File: config.mk
export PLATFORM = sky130hd
export DESIGN_NAME = addr_counter
export DESIGN_NICKNAME = d
export VERILOG_FILES = /design/src/rtl/addr_counter.sv
export SDC_FILE = /design/constraint.sdc
export NUM_CORES = 1
export LEC_CHECK = 0
export BUFFER_PORTS_ARGS = -buffer_cell sky130_fd_sc_hd__buf_2
export CAP_MARGIN = 25
export CORE_MARGIN = 2
export CORE_UTILIZATION = 30
export CTS_CLUSTER_DIAMETER = 60
export DETAILED_ROUTE_END_ITERATION = 12
export SYNTH_ARGS = -nofsm -noshare
export SYNTH_HDL_FRONTEND = slang
export SYNTH_SLANG_ARGS = --single-unit
File: constraint.sdc
create_clock -name clk -period 2.8 [get_ports clk]
set_input_delay 0.42 -clock clk [delete_from_list [all_inputs] [get_ports clk]]
set_output_delay 0.42 -clock clk [all_outputs]
set_load 0.1 [all_outputs]
File: src/rtl/addr_counter.sv
// addr_counter: split high/low address register (PC and D/T address temporaries).
// It supports per-half loads, full-width inc/dec, and low-half offset addition.
// When an addition crosses a page, the high-half correction is deferred: it is
// applied on a later fix_en, or automatically on the next edge when AUTO_FIX=1.
//
// Ports:
//   clk, rst              clock, synchronous active-high reset
//   ld_h/d_h, ld_l/d_l    per-half load
//   inc, dec              full-width +1 / -1
//   add_en/add_off        low-half add; add_signed selects a two's complement offset
//   fix_en                apply the owed high-half fixup (AUTO_FIX=0 only)
//   out_l, out_h, addr    registered address, as halves and whole
//   fix_pending, fix_dir  a fixup is owed, and its direction (1 = +1)
//   page_cross            one-cycle pulse on entry to the pending state
module addr_counter #(
    parameter int                    LO_W     = 8,
    parameter int                    HI_W     = 8,
    parameter int                    AUTO_FIX = 0,
    parameter logic [HI_W+LO_W-1:0]  RST_VAL  = '0
) (
    input  logic                 clk,
    input  logic                 rst,
    input  logic                 ld_h,
    input  logic                 ld_l,
    input  logic [HI_W-1:0]      d_h,
    input  logic [LO_W-1:0]      d_l,
    input  logic                 inc,
    input  logic                 dec,
    input  logic                 add_en,
    input  logic [LO_W-1:0]      add_off,
    input  logic                 add_signed,
    input  logic                 fix_en,
    output logic [LO_W-1:0]      out_l,
    output logic [HI_W-1:0]      out_h,
    output logic [HI_W+LO_W-1:0] addr,
    output logic                 fix_pending,
    output logic                 fix_dir,
    output logic                 page_cross
);

    localparam int AW = HI_W + LO_W;
    localparam logic [HI_W-1:0] HI_ONE = HI_W'(1);
    localparam logic [AW-1:0]   AW_ONE = AW'(1);

    typedef enum logic {IDLE = 1'b0, PEND = 1'b1} state_t;

    state_t          state, state_nx;
    logic [HI_W-1:0] hi_q, hi_nx;
    logic [LO_W-1:0] lo_q, lo_nx;
    logic            dir_q, dir_nx;
    logic            pc_q, pc_nx;

    logic [AW-1:0]   full_inc, full_dec;
    logic [LO_W:0]   sum;
    logic            neg, cross_up, cross_dn, add_cross;

    assign full_inc = {hi_q, lo_q} + AW_ONE;
    assign full_dec = {hi_q, lo_q} - AW_ONE;
    assign sum      = {1'b0, lo_q} + {1'b0, add_off};
    // A negative offset always produces a carry unless the result fell below
    // the page start, so for negative offsets "no carry" means a borrow.
    assign neg       = add_signed & add_off[LO_W-1];
    assign cross_up  = sum[LO_W] & ~neg;
    assign cross_dn  = ~sum[LO_W] & neg;
    assign add_cross = cross_up | cross_dn;

    // State and datapath registers
    always_ff @(posedge clk) begin
        if (rst) begin
            state <= IDLE;
            {hi_q, lo_q} <= RST_VAL;
            dir_q <= 1'b0;
            pc_q  <= 1'b0;
        end else begin
            state <= state_nx;
            hi_q  <= hi_nx;
            lo_q  <= lo_nx;
            dir_q <= dir_nx;
            pc_q  <= pc_nx;
        end
    end

    // Next-state logic
    always_comb begin
        state_nx = state;
        case (state)
            IDLE: if (!inc && !dec && add_en && add_cross) state_nx = PEND;
            PEND: if ((AUTO_FIX != 0) || fix_en || ld_h || ld_l) state_nx = IDLE;
            default: state_nx = IDLE;
        endcase
    end

    // Datapath next values
    always_comb begin
        hi_nx  = hi_q;
        lo_nx  = lo_q;
        dir_nx = dir_q;
        pc_nx  = 1'b0;
        if (state == IDLE) begin
            if (inc) begin
                {hi_nx, lo_nx} = full_inc;
            end else if (dec) begin
                {hi_nx, lo_nx} = full_dec;
            end else if (add_en) begin
                lo_nx = sum[LO_W-1:0];
                if (add_cross) begin
                    dir_nx = cross_up;
                    pc_nx  = 1'b1;
                end
            end else begin
                if (ld_h) hi_nx = d_h;
                if (ld_l) lo_nx = d_l;
            end
        end else begin
            if ((AUTO_FIX != 0) || fix_en) begin
                hi_nx = dir_q ? hi_q + HI_ONE : hi_q - HI_ONE;
            end else begin
                // A load while pending discards the owed fixup.
                if (ld_h) hi_nx = d_h;
                if (ld_l) lo_nx = d_l;
            end
        end
    end

    assign out_l       = lo_q;
    assign out_h       = hi_q;
    assign addr        = {hi_q, lo_q};
    assign fix_pending = (state == PEND);
    assign fix_dir     = dir_q;
    assign page_cross  = pc_q;

endmodule

## Word level (Yosys, flattened, before mapping)

Cells that the tools add are included.

- Add/sub/neg operators: 5
- $mul: 0
- Divide/modulo/power cells: 0
- Magnitude comparators: 0
- Eq/ne operators: 2
- Shift operators: 0
- Mux-type cells: 17
- Bitwise operators: 10
- Reductions and logical operators: 9

Operator list:

| operator | count |
|---|---|
| 8-bit 2-to-1 mux | 13 |
| 16-bit by 1-bit adder with 16-bit output (second input constant) | 1 |
| 16-bit by 1-bit subtractor with 16-bit output (second input constant) | 1 |
| 8-bit by 8-bit adder with 9-bit output | 1 |
| 8-bit by 1-bit adder with 8-bit output (second input constant) | 1 |
| 8-bit by 1-bit subtractor with 8-bit output (second input constant) | 1 |
| 1-bit inverter | 6 |
| 5-bit AND reduction | 1 |
| 5-bit OR reduction | 1 |
| 4-bit by 3-bit != test with 1-bit output (second input constant) | 1 |
| 1-bit AND | 3 |
| 1-bit logical AND | 3 |
| 1-bit 2-to-1 mux | 3 |
| 1-bit logical NOT | 2 |
| 1-bit logical OR | 2 |
| 2-bit != test (second input constant) | 1 |
| 1-bit case mux with 2 select lines | 1 |
| 1-bit bitwise OR | 1 |

- Register bits after elaboration: 19
- Bits in latches: 0
- RAM bits: 0
- Memory bits (read-only): 0
- Input port bits: 33
- Output and inout bits: 35
- Word-level logic and storage cells: 48
- Memories: 0

## Depth between registers and ports, before layout

- Word-level depth: 7
- Depth in mapped cells: 13
- Gate-level depth less buffers: 13

## Least setup slack after synthesis

OpenSTA, ideal clock, no wires.

- Path kind: reg2reg
- Start: reg lo_q[0] (netlist: out_l[0])
- End: reg dir_q (netlist: fix_dir)
- Setup time: 0.132 ns
- Data arrival time: 3.037 ns
- Required time: 2.668 ns
- Setup slack: -0.369 ns
- Cell stages (with the launch flop): 13
- Buffers on the path: 0
- Clock period less this slack: 3.169 ns
- Cells stage by stage: dfxtp_1 -> ha_1 -> inv_1 -> fa_1 -> nor2b_1 -> o21ai_0 -> a21oi_1 -> o21a_1 -> o21ai_0 -> a21oi_1 -> ha_1 -> o21ai_0 -> a21oi_1

- Longest elaborated chain between the ends: 5
- Elaborated cells between the ends (all ways): 6
- Those cells by class: add/sub: 1; bitwise: 4; reduce/logical: 1

RTL lines:

| item | line | source |
|---|---|---|
| start: declaration | 49 | `logic [LO_W-1:0] lo_q, lo_nx;` |
| start signal: assignment | 77 | `lo_q <= lo_nx;` |
| 8-bit by 8-bit adder with 9-bit output (*) | 59 | `assign sum = {1'b0, lo_q} + {1'b0, add_off};` |
| 1-bit inverter | 64 | `assign cross_dn = ~sum[LO_W] & neg;` |
| 1-bit AND | 64 |  |
| 1-bit bitwise OR | 65 | `assign add_cross = cross_up \| cross_dn;` |
| 5-bit AND reduction (no line) | n/a |  |
| end signal: assignment | 78 | `dir_q <= dir_nx;` |
| end: declaration | 50 | `logic dir_q, dir_nx;` |

Every way passes the cells marked *; elsewhere a longest branch is shown, timed or not.
A chain may end at the register's enable or synchronous reset.

## Worst setup path in the final report

Ends and elaborated chain as after synthesis.

==> results by group <==
Yosys
  • Top-area cell type share of the netlist area: 13.8%
  • Ys flop type: dfxtp_1
  • Ys async rst share: 0%
  • Most common cell in the netlist: nor2_1
  • FF+latch count, synth: 19
  • Sequential element share of the synthesized area: 13.8%
  • Post-synth EDFFs: 0
  • Yosys cell types: 58
  • Syn. warnings: 0
  • Mapped Cells: between 300 and 400
  • Synthesized Nets: 441
  • Largest area contributor in the netlist: dfxtp_1
  • Synth Cell Area: 2760 um^2
  • Top cells by area, synth: dfxtp_1 14%, ha_1 7.7%, mux2i_1 7.2%
  • Synth Area per Inst: 7.10 um^2
  • Synth top cells by count: 37 x nor2_1, 35 x a21oi_1, 28 x nand2_1, 27 x clkbuf_1, 20 x mux2i_1

STA
  • Fin crit share: 91.9%
  • Final Hold Fails: 0
  • Setup TNS: 0 ps
  • RSZ-0062 raised after global routing: false
  • Setup-failing EPs final: 0
  • Max Clk Rate: 0.389 GHz
  • Slew margin rel.: 54.9%
  • Max-slew violation count: 0
  • Worst clock skew: 1.43 ps
  • Final worst path period need: around 2600 ps
  • Worst-margin pin slew: 674 ps

GRT
  • Largest net degree at the start of global routing: 21
  • Initial antenna violation count: 0
  • GR Overflow Total: 0
  • Tot GR Track Use: 17.2%
  • Vias in the first global route: 2822
  • First-pass GRT wire length: 14000 um

Critical path
  • Worst r2r dst: fix_dir
  • Critical path class: flop to flop
  • Worst stage delay on the critical path: ~400 ps
  • CP endpoint: fix_dir
  • CP required: 3000 ps
  • CP startpoint kind: flop
  • Launch point of the critical path: out_l[0]
  • Minimum setup slack among reg-to-reg paths: 230 ps
  • Worst Reg2Reg Path Length in Cells: 13
  • Reg2reg start: out_l[0]
  • Arrival @ worst endpoint: 2780 ps
  • CP Buf/Inv Count: 1
  • Max stage delay cell, worst path: fa_1
  • Crit path max fanout: 5
  • CP cell instances: ha_2 -> inv_1 -> fa_1 -> nor2b_1 -> o21ai_0 -> a21oi_2 -> o21a_1 -> o21ai_0 -> a21oi_1 -> ha_1 -> nor2_1 -> nand2_1 -> a21oi_1
  • Largest delay share family, worst path: adder cells
  • Setup crit end kind: flop
  • Levels on crit path: 13

CTS
  • CTS tree: yes
  • Number of H-tree levels: 1
  • CTS root buffer: clkbuf_8
  • Cts-stage hold buffer count: 0
  • Worst-path clk slew: 90 ps
  • CTS Buf Count: 3
  • Clk sinks: 19
  • Max clock buf depth: 2
  • Skew-Pair Late Insertion Delay: 270 ps

Pwr
  • Power per Cell Area: 514 nW/um^2
  • Total power: 1.60 mW
  • Peak supply drop: 0.000259 V
  • P_leak: 1.36 nW

Floorplanning
  • Die Wd: between 90 and 100 um
  • Full die area: 9990 um^2
  • Die height: between 90 and 100 um
  • Initial Utilization: 30.5%
  • CORE AREA: slightly above 9000 um^2
  • Row cnt: 35
  • I/O pins: 68

Final layout
  • Post-layout nets: roughly 480
  • Fin cells: between 500 and 600
  • Flip-flop and latch area: approximately 390 um^2
  • Layout cell share with drive strength beyond 1: a little under a quarter
  • Final instance area: approximately 3100 um^2
  • Area growth from synthesis to layout: 13.1%
  • Area occupied by multi-input gates: 2060 um^2
  • ANT cells: 0
  • Layout fillers: 977

Min path
  • HP Class: input port to flop

Routing
  • Vias: 2929
  • Routed Antenna Nets: 0
  • Drt pass-1 iters: 4
  • Drt wl/cell: 16.2 um
  • Iteration-0 DRC Markers: 150
  • Final wirelength: 8650 um
  • Drt via density: 5.47
  • Drt drc: 0

Placed design
  • DP Cell Count: 530
  • HPWL after DPL: 6580 um
  • Placed inst area: 3060 um^2
  • PortBufs: 67
  • Gpl congestion: 0.921

Flow run
  • Maximum Capacitance Violations: 0

Run status
  • Status: finished, final reports clean
## power by group
group / internal, mW / switching, mW / total [mW]
combinational: 0.304 / 0.730 / 1.03
clock: 0.102 / 0.112 / 0.214
sequential: 0.299 / 0.0587 / 0.357
## placed cells by master, fill, tap and decap left out, types with 6 or more instances in the layout
cell / n
a211oi_1: 8
a21oi_1: 34
a221oi_1: 6
buf_2: 67
buf_4: 11
dfxtp_1: 15
ha_1: 16
inv_1: 18
mux2i_1: 20
nand2_1: 28
nand3_1: 6
nor2_1: 37
nor3_1: 15
nor4_1: 8
o21ai_0: 19
or3_1: 6
xnor2_1: 17
xor2_1: 7
## layer usage
layer	global-route usage [%]	vias to the layer above	share of wire [%]	routed length (um)
met4	4.64	0	1.5	133
met3	2.02	14	6.5	559
met5	0	-	0	0
met2	30.2	97	47	4050
met1	22.3	1338	45	3910
li1	-	1480	-	-
## through the flow
step	util [%]	setup slack, ps	hold WS, ps
floorplan	-	27.8	649
global placement	33.8	150	551
detailed placement	33.8	71.1	548
CTS	34.3	94.7	513
global route	34.5	9.56	524
finish	34.5	226	519
## timing repair
| action | in CTS | in global routing |
|---|---|---|
| setup buffers | 0 | 1 |
| gates resized for setup | 0 | 4 |
| setup endpoints to repair | 0 | 3 |
| endpoints found under the hold margin | 0 | 0 |
## worst min-delay path by stage
stage / start / end / slack, ps / depth (start not counted)
CTS: d_l[0] / out_l[0] / 510 / 3
floorplan: rst / out_l[6] / 650 / 3
finish: d_l[0] / out_l[0] / 520 / 3
global placement: fix_dir / fix_dir / 550 / 2
detailed placement: fix_dir / fix_dir / 550 / 2
global route: d_l[0] / out_l[0] / 520 / 3
## final cells by class
class,count,area share (%)
clock buffers,4,1.44
inverters,20,2.40
multi-input cells,303,65.9
flip-flops and latches,19,12.4
well taps,111,4.45
repair buffers,78,13.4
## tightest hold or removal path, stage by stage
cell	delay (ps)
buf_2	80
and3_1	140
o31a_1	110
## state kept, by name, summed over array words and instances, names as in the netlist
signal	count
fix_dir	1
out_h	8
page_cross	1
out_l	8
fix_pending	1
## logic make-up (layout without fill, tap and decap cells)
| logic type | count (synthesis) | after routing | share of synthesized area [%] |
|---|---|---|---|
| mux | 23 | 23 | 8.47 |
| compound gates | 109 | 109 | 26.2 |
| fa+ha+maj | 19 | 19 | 9.15 |
| buf+inv | 67 | 102 | 11.9 |
| simple gates | 128 | 128 | 22.9 |
| xor+xnor | 24 | 24 | 7.61 |
| flops | 19 | 19 | 13.8 |
No activity file was read; power rests on OpenSTA's default activity.
